<file path="src/rtl/wbf_rd_arb_if.sv">
// wbf_rd_arb_if: config, requester and Weight Buffer handshakes of the read-port arbiter.
interface wbf_rd_arb_if #(
  parameter int NUM_REQ    = 4,
  parameter int ADDR_WIDTH = 8,
  parameter int DATA_WIDTH = 8,
  parameter int MAX_OUTSTD = 4
);
  localparam int CW = $clog2(MAX_OUTSTD) + 1;
  logic                               TOPARB_CfgVld;
  logic                               TOPARB_CfgMode;
  logic                               ARBTOP_CfgRdy;
  logic [NUM_REQ-1:0]                 REQARB_AdrVld;
  logic [NUM_REQ-1:0][ADDR_WIDTH-1:0] REQARB_Adr;
  logic [NUM_REQ-1:0]                 ARBREQ_AdrRdy;
  logic [NUM_REQ-1:0]                 ARBREQ_DatVld;
  logic [DATA_WIDTH-1:0]              ARBREQ_Dat;
  logic [NUM_REQ-1:0]                 REQARB_DatRdy;
  logic                               ARBWBF_AdrVld;
  logic [ADDR_WIDTH-1:0]              ARBWBF_Adr;
  logic                               WBFARB_AdrRdy;
  logic                               WBFARB_DatVld;
  logic [DATA_WIDTH-1:0]              WBFARB_Dat;
  logic                               ARBWBF_DatRdy;
  logic [CW-1:0]                      ARBTOP_Outstd;
  // master is the arbiter's own view; slave is the surrounding system
  modport master (
    input  TOPARB_CfgVld, TOPARB_CfgMode, REQARB_AdrVld, REQARB_Adr, REQARB_DatRdy,
           WBFARB_AdrRdy, WBFARB_DatVld, WBFARB_Dat,
    output ARBTOP_CfgRdy, ARBREQ_AdrRdy, ARBREQ_DatVld, ARBREQ_Dat, ARBWBF_AdrVld,
           ARBWBF_Adr, ARBWBF_DatRdy, ARBTOP_Outstd
  );
  modport slave (
    output TOPARB_CfgVld, TOPARB_CfgMode, REQARB_AdrVld, REQARB_Adr, REQARB_DatRdy,
           WBFARB_AdrRdy, WBFARB_DatVld, WBFARB_Dat,
    input  ARBTOP_CfgRdy, ARBREQ_AdrRdy, ARBREQ_DatVld, ARBREQ_Dat, ARBWBF_AdrVld,
           ARBWBF_Adr, ARBWBF_DatRdy, ARBTOP_Outstd
  );
endinterface

</file>
<file path="src/rtl/wbf_rd_arb.sv">
// wbf_rd_arb: shares one Weight Buffer read port among NUM_REQ requesters and
// routes returned words back in issue order through a tag FIFO.
module wbf_rd_arb #(
  parameter int NUM_REQ    = 4,
  parameter int ADDR_WIDTH = 8,
  parameter int DATA_WIDTH = 8,
  parameter int MAX_OUTSTD = 4
) (
  input logic          clk,
  input logic          rst_n,
  wbf_rd_arb_if.master bus
);
  localparam int RW = $clog2(NUM_REQ);
  localparam int PW = $clog2(MAX_OUTSTD);
  localparam int CW = PW + 1;
  typedef enum logic [1:0] {IDLE, CFG, WORK, DRAIN} state_t;
  state_t        state_q, state_d;
  logic          mode_q, mode_d;
  logic [CW-1:0] cnt_q, cnt_d;
  logic [PW-1:0] wp_q, wp_d, rp_q, rp_d;
  logic [RW-1:0] rr_q, rr_d, g, h, idx;
  logic [RW-1:0] tag_q [MAX_OUTSTD];
  logic [RW-1:0] tag_d [MAX_OUTSTD];
  logic          adr_vld, issue, nz, dat_rdy, dat_hit, ret;
  // scanning downward leaves the first requester at or after the base in g
  always_comb begin
    g   = '0;
    idx = '0;
    for (int k = NUM_REQ - 1; k >= 0; k--) begin
      idx = (mode_q ? RW'(0) : rr_q) + RW'(k);
      if (bus.REQARB_AdrVld[idx]) g = idx;
    end
  end
  always_comb begin
    adr_vld           = state_q == WORK && |bus.REQARB_AdrVld && cnt_q != CW'(MAX_OUTSTD);
    issue             = adr_vld && bus.WBFARB_AdrRdy;
    nz                = cnt_q != '0;
    h                 = tag_q[rp_q];
    dat_rdy           = nz && bus.REQARB_DatRdy[h];
    dat_hit           = nz && bus.WBFARB_DatVld;
    ret               = bus.WBFARB_DatVld && dat_rdy;
    bus.ARBTOP_CfgRdy = state_q == IDLE;
    bus.ARBWBF_AdrVld = adr_vld;
    bus.ARBWBF_Adr    = adr_vld ? bus.REQARB_Adr[g] : '0;
    bus.ARBREQ_AdrRdy = issue ? NUM_REQ'(1) << g : '0;
    bus.ARBWBF_DatRdy = dat_rdy;
    bus.ARBREQ_DatVld = dat_hit ? NUM_REQ'(1) << h : '0;
    bus.ARBREQ_Dat    = dat_hit ? bus.WBFARB_Dat : '0;
    bus.ARBTOP_Outstd = cnt_q;
  end
  always_comb begin
    state_d = state_q;
    case (state_q)
      IDLE:    state_d = bus.TOPARB_CfgVld ? CFG : IDLE;
      CFG:     state_d = WORK;
      WORK:    state_d = bus.TOPARB_CfgVld ? DRAIN : WORK;
      DRAIN:   state_d = nz ? DRAIN : IDLE;
      default: state_d = IDLE;
    endcase
    mode_d = (state_q == IDLE && bus.TOPARB_CfgVld) ? bus.TOPARB_CfgMode : mode_q;
    rr_d   = (issue && !mode_q) ? g + RW'(1) : rr_q;
    wp_d   = issue ? wp_q + PW'(1) : wp_q;
    rp_d   = ret ? rp_q + PW'(1) : rp_q;
    cnt_d  = cnt_q + CW'(issue) - CW'(ret);
    tag_d  = tag_q;
    if (issue) tag_d[wp_q] = g;
  end
  always_ff @(posedge clk or negedge rst_n) begin
    if (!rst_n) begin
      state_q <= IDLE;
      mode_q  <= 1'b0;
      cnt_q   <= '0;
      wp_q    <= '0;
      rp_q    <= '0;
      rr_q    <= '0;
      tag_q   <= '{default: '0};
    end else begin
      state_q <= state_d;
      mode_q  <= mode_d;
      cnt_q   <= cnt_d;
      wp_q    <= wp_d;
      rp_q    <= rp_d;
      rr_q    <= rr_d;
      tag_q   <= tag_d;
    end
  end
endmodule
</file>
<file path="src/flat_wrapper.sv">
// flat-port wrapper written by rule: the top's interface ports become plain ports
module wbf_rd_arb_flat 
#(
  parameter int NUM_REQ    = 4,
  parameter int ADDR_WIDTH = 8,
  parameter int DATA_WIDTH = 8,
  parameter int MAX_OUTSTD = 4
)
  (clk, rst_n, bus_TOPARB_CfgVld, bus_TOPARB_CfgMode, bus_REQARB_AdrVld, bus_REQARB_Adr, bus_REQARB_DatRdy, bus_WBFARB_AdrRdy, bus_WBFARB_DatVld, bus_WBFARB_Dat, bus_ARBTOP_CfgRdy, bus_ARBREQ_AdrRdy, bus_ARBREQ_DatVld, bus_ARBREQ_Dat, bus_ARBWBF_AdrVld, bus_ARBWBF_Adr, bus_ARBWBF_DatRdy, bus_ARBTOP_Outstd);
  wbf_rd_arb_if #(.NUM_REQ(NUM_REQ), .ADDR_WIDTH(ADDR_WIDTH), .DATA_WIDTH(DATA_WIDTH), .MAX_OUTSTD(MAX_OUTSTD)) bus_i ();
  input logic clk;
  input logic rst_n;
  input wire logic [$bits(bus_i.TOPARB_CfgVld)-1:0] bus_TOPARB_CfgVld;
  input wire logic [$bits(bus_i.TOPARB_CfgMode)-1:0] bus_TOPARB_CfgMode;
  input wire logic [$bits(bus_i.REQARB_AdrVld)-1:0] bus_REQARB_AdrVld;
  input wire logic [$bits(bus_i.REQARB_Adr)-1:0] bus_REQARB_Adr;
  input wire logic [$bits(bus_i.REQARB_DatRdy)-1:0] bus_REQARB_DatRdy;
  input wire logic [$bits(bus_i.WBFARB_AdrRdy)-1:0] bus_WBFARB_AdrRdy;
  input wire logic [$bits(bus_i.WBFARB_DatVld)-1:0] bus_WBFARB_DatVld;
  input wire logic [$bits(bus_i.WBFARB_Dat)-1:0] bus_WBFARB_Dat;
  output wire logic [$bits(bus_i.ARBTOP_CfgRdy)-1:0] bus_ARBTOP_CfgRdy;
  output wire logic [$bits(bus_i.ARBREQ_AdrRdy)-1:0] bus_ARBREQ_AdrRdy;
  output wire logic [$bits(bus_i.ARBREQ_DatVld)-1:0] bus_ARBREQ_DatVld;
  output wire logic [$bits(bus_i.ARBREQ_Dat)-1:0] bus_ARBREQ_Dat;
  output wire logic [$bits(bus_i.ARBWBF_AdrVld)-1:0] bus_ARBWBF_AdrVld;
  output wire logic [$bits(bus_i.ARBWBF_Adr)-1:0] bus_ARBWBF_Adr;
  output wire logic [$bits(bus_i.ARBWBF_DatRdy)-1:0] bus_ARBWBF_DatRdy;
  output wire logic [$bits(bus_i.ARBTOP_Outstd)-1:0] bus_ARBTOP_Outstd;
  assign bus_i.TOPARB_CfgVld = bus_TOPARB_CfgVld;
  assign bus_i.TOPARB_CfgMode = bus_TOPARB_CfgMode;
  assign bus_i.REQARB_AdrVld = bus_REQARB_AdrVld;
  assign bus_i.REQARB_Adr = bus_REQARB_Adr;
  assign bus_i.REQARB_DatRdy = bus_REQARB_DatRdy;
  assign bus_i.WBFARB_AdrRdy = bus_WBFARB_AdrRdy;
  assign bus_i.WBFARB_DatVld = bus_WBFARB_DatVld;
  assign bus_i.WBFARB_Dat = bus_WBFARB_Dat;
  assign bus_ARBTOP_CfgRdy = bus_i.ARBTOP_CfgRdy;
  assign bus_ARBREQ_AdrRdy = bus_i.ARBREQ_AdrRdy;
  assign bus_ARBREQ_DatVld = bus_i.ARBREQ_DatVld;
  assign bus_ARBREQ_Dat = bus_i.ARBREQ_Dat;
  assign bus_ARBWBF_AdrVld = bus_i.ARBWBF_AdrVld;
  assign bus_ARBWBF_Adr = bus_i.ARBWBF_Adr;
  assign bus_ARBWBF_DatRdy = bus_i.ARBWBF_DatRdy;
  assign bus_ARBTOP_Outstd = bus_i.ARBTOP_Outstd;
  wbf_rd_arb #(.NUM_REQ(NUM_REQ), .ADDR_WIDTH(ADDR_WIDTH), .DATA_WIDTH(DATA_WIDTH), .MAX_OUTSTD(MAX_OUTSTD)) u_core (.clk(clk), .rst_n(rst_n), .bus(bus_i));
endmodule
</file>
<file path="config.mk">
export PLATFORM = sky130hd
export DESIGN_NAME = wbf_rd_arb_flat
export DESIGN_NICKNAME = d
export VERILOG_FILES = /design/src/rtl/wbf_rd_arb_if.sv /design/src/rtl/wbf_rd_arb.sv /design/src/flat_wrapper.sv
export SDC_FILE = /design/constraint.sdc
export NUM_CORES = 1
export LEC_CHECK = 0
export BUFFER_PORTS_ARGS = -buffer_cell sky130_fd_sc_hd__buf_2
export CAP_MARGIN = 15
export CORE_MARGIN = 10
export CORE_UTILIZATION = 45
export CTS_CLUSTER_DIAMETER = 100
export DETAILED_ROUTE_END_ITERATION = 10
export GPL_TIMING_DRIVEN = 0
export PLACE_DENSITY = 0.78
export SYNTH_ARGS = -nofsm -noshare
export SYNTH_HDL_FRONTEND = slang
export SYNTH_SLANG_ARGS = --single-unit
</file>
<file path="constraint.sdc">
create_clock -name clk -period 3.2 [get_ports clk]
set_input_delay 0 -clock clk [delete_from_list [all_inputs] [get_ports clk]]
set_output_delay 0 -clock clk [all_outputs]
set_load 0.05 [all_outputs]
</file>
==> out/metrics.yaml <==
status: "finished, final reports clean"
rows: 21
synth_compound_area_share_pct: 10.5
final_core_util_pct: 62.7
preCtsSetupSlack_ns: 0.563
die_w_um: 79.0
area_growth_syn_to_layout_pct: 33.6
yosysSeqAreaShare_pct: 32.0
clockBufferDepth: 2
final_cell_mix: "84 x buf_2, 20 x dfrtp_1, 17 x and2_1, 13 x nand2_1"
required_ns: 3.41
drv_cap: 0
drv_slew: 0
netlist_instances: 148
p_leak_nw: 1.10
detail_route.iter0.violations: 63
powerDensity_nw_per_um2: 1030
tns_ns: 0
drtPass1Iterations: 4
grt_use_total_pct: 13.1
synth_xor_area_share_pct: 2.80
synth_top_family_by_area: "simple AND/OR/NAND/NOR gates"
hold_buffers: 3
grt_pass1_vias: 1623
syn_area_per_cell_um2: 10.6
start_util_pct: 46.9
start_kind: "flop"
postPlaceCellArea_um2: 2040
synthSimpleGateAreaFrac_pct: 21.1
syn_area_um2: 1570
synthMuxAreaShare_pct: 20.4
fin_ws_ns: 0.519
worst_ir_drop_vdd_mv: 0.550
fmax_mhz: 373
fp.dieH_um: 79.0
fin_nets: 304
syn_nets: 213
drive_above_1_share_pct: 43.5
grt_pass1_wl_mm: 6.99
grt_max_degree: 21
power_frac_seq_pct: 23.1
end_kind: "flop"
power.internal_mw: 0.968
route.detailed.drc: 0
period_needed_ns: 2.68
clk_pin_slew_worst_paths_ns: 0.10
p_clk_share_pct: 5.3
fin_skew_ns: 0.00430
min_path_type: "in2reg"
antenna_left: 0
crit_type: "reg2reg"
critPathSlowestCell: "mux4_2"
htree_levels: 1
port_buffers: 83
p_total_mw: 2.15
period_share_pct: 83.8
synth-seq-cells: 20
avgViaCountPerCell: 5.01
synth_cell_types: 39
dp_hpwl_mm: 3.44
arrival_ns: 2.89
antenna_found_initial: 0
design_area_um2: 2090
post_drt_wl_per_cell_um: 14.5
n_antenna_cell: 0
core_um2: 3340
rsz0062_at_grt: "false"
gp_congestion: 0.789
ctsResizeCount: 0
wirelength_mm: 4.09
cp_max_fo: 5
die-area_um2: 6240
path_common_cell: "ha_1"
final_hold_viol_count: 0
switching_share_pct: 55.0
regToRegSetupSlack_ns: 0.52
clock_latency_ns: 0.29
cts_tree: "yes"
worst_slew_pin_slew_ns: 0.579
post-cts-setup-buffers: 0
numCtsBuffers: 3
grt_overflow: 0
fillers: 301
crit_chain: "mux4_2, mux2i_1, o22ai_1, ha_1, inv_1, ha_1, fa_1, xnor2_1"
slew_headroom_pct: 61.4
cts.sinks: 20
p_sw_mw: 1.18
io_pins: 84
vias: 1417
yosysWarnings: 0
synth_adder_area_share_pct: 9.27
max_stage_delay_ns: 0.60
p_comb_share_pct: 71.6
setup-violations-final: 0
cts_root_buffer: "clkbuf_4"
final_common_cell: "buf_2"
-- area by class of cell --
cell class	count	area, µm²	share of cell area (%)
multi-input cells	114	1000	47.9
flip-flops and latches	20	500	23.9
repair buffers	86	445	21.3
well taps	46	57.6	2.75
inverters	10	37.5	1.80
plain buffers	4	25.0	1.20
clock buffers	3	22.5	1.08
-- worst max-delay path, delay by kind of cell (launching register included) --
| kind | cells | cell delay (ns) |
|---|---|---|
| fa+ha+maj | 3 | 0.88 |
| mux | 2 | 0.83 |
| flops | 1 | 0.46 |
| xor+xnor | 1 | 0.21 |
| compound gates | 1 | 0.19 |
| buf+inv | 1 | 0.04 |
-- path summary, 6_finish.rpt --
| path | start | endpoint | cells past startpoint |
|---|---|---|---|
| min in group asynchronous | rst_n | u_core.tag_q[5] | 2 |
| worst min-delay path | bus_WBFARB_AdrRdy | u_core.tag_q[2] | 3 |
| worst max register to register | u_core.rp_q[0] | u_core.bus.ARBTOP_Outstd[2] | 8 |
| worst max-delay path | u_core.rp_q[0] | u_core.bus.ARBTOP_Outstd[2] | 8 |
| worst min register to register | u_core.tag_q[7] | u_core.tag_q[7] | 2 |
| max in group asynchronous | rst_n | u_core.rr_q[1] | 2 |
-- cells by family (layout without fill, tap and decap cells) --
group / Yosys count / count (layout)
muxes: 17 / 17
DFF: 20 / 20
xor gates and xnor gates: 5 / 5
AOI/OAI and AO/OA: 21 / 21
buffers and inverters: 14 / 103
adders and majority gates: 11 / 11
and+or+nand+nor: 60 / 60
-- cells in the mapped netlist, drive strengths merged --
| library cell | number | area share [%] |
|---|---|---|
| o21ai | 11 | 3.8 |
| o22ai | 2 | 0.80 |
| and2b | 2 | 1.1 |
| or2 | 1 | 0.40 |
| nand3 | 4 | 1.3 |
| mux2i | 3 | 1.9 |
| a311oi | 1 | 0.96 |
| mux4 | 10 | 16 |
| and3 | 5 | 2.0 |
| o31a | 1 | 0.56 |
| nor3 | 1 | 0.32 |
| clkbuf | 2 | 0.56 |
| xor2 | 2 | 1.1 |
| o221ai | 1 | 0.56 |
| nand2b | 5 | 2.0 |
| a211oi | 1 | 0.48 |
| xnor2 | 3 | 1.7 |
| nor4 | 1 | 0.40 |
| nor2 | 8 | 1.9 |
| nand2 | 13 | 3.1 |
| o211ai | 1 | 1.4 |
| fa | 1 | 1.3 |
| nor2b | 1 | 0.40 |
| mux2 | 4 | 2.9 |
| dfrtp | 20 | 32 |
| a21oi | 2 | 0.64 |
| a31oi | 1 | 1.4 |
| or3 | 1 | 0.40 |
| ha | 10 | 8.0 |
| inv | 10 | 2.4 |
| buf | 2 | 1.0 |
| and2 | 17 | 6.8 |
| nand4b | 1 | 0.96 |
-- state kept, by name, indices dropped and copies added (netlist names) --
signal	flops
u_core.tag_q	8
u_core.rp_q	2
u_core.bus.ARBTOP_Outstd	3
u_core.mode_q	1
u_core.rr_q	2
u_core.state_q	2
u_core.wp_q	2
-- metal layers --
layer / vias to the layer above / global-route usage [%] / wire length (µm)
li1: 704 / - / -
met3: 5 / 3.83 / 323
met4: 0 / 3.23 / 44
met5: - / 0 / 0
met2: 47 / 24.1 / 2090
met1: 661 / 14.2 / 1640
-- power by group through the flow --
stage | Combinational, mW | Clock [mW] | Sequential (mW)
after detailed placement | 1.55 | 0 | 0.502
after global routing | 1.68 | 0.132 | 0.519
after global placement | 1.51 | 0 | 0.499
after CTS | 1.55 | 0.118 | 0.498
final | 1.54 | 0.115 | 0.496
after floorplan | 1.16 | 0 | 0.542
-- stage by stage --
step,instances,hold slack (ns)
final,283,0.0816
after global routing,283,0.111
after CTS,283,0.0774
after detailed placement,277,-0.0324
after global placement,277,-0.0343
after floorplan,148,-0.296
(Power assumes the default switching activity.)
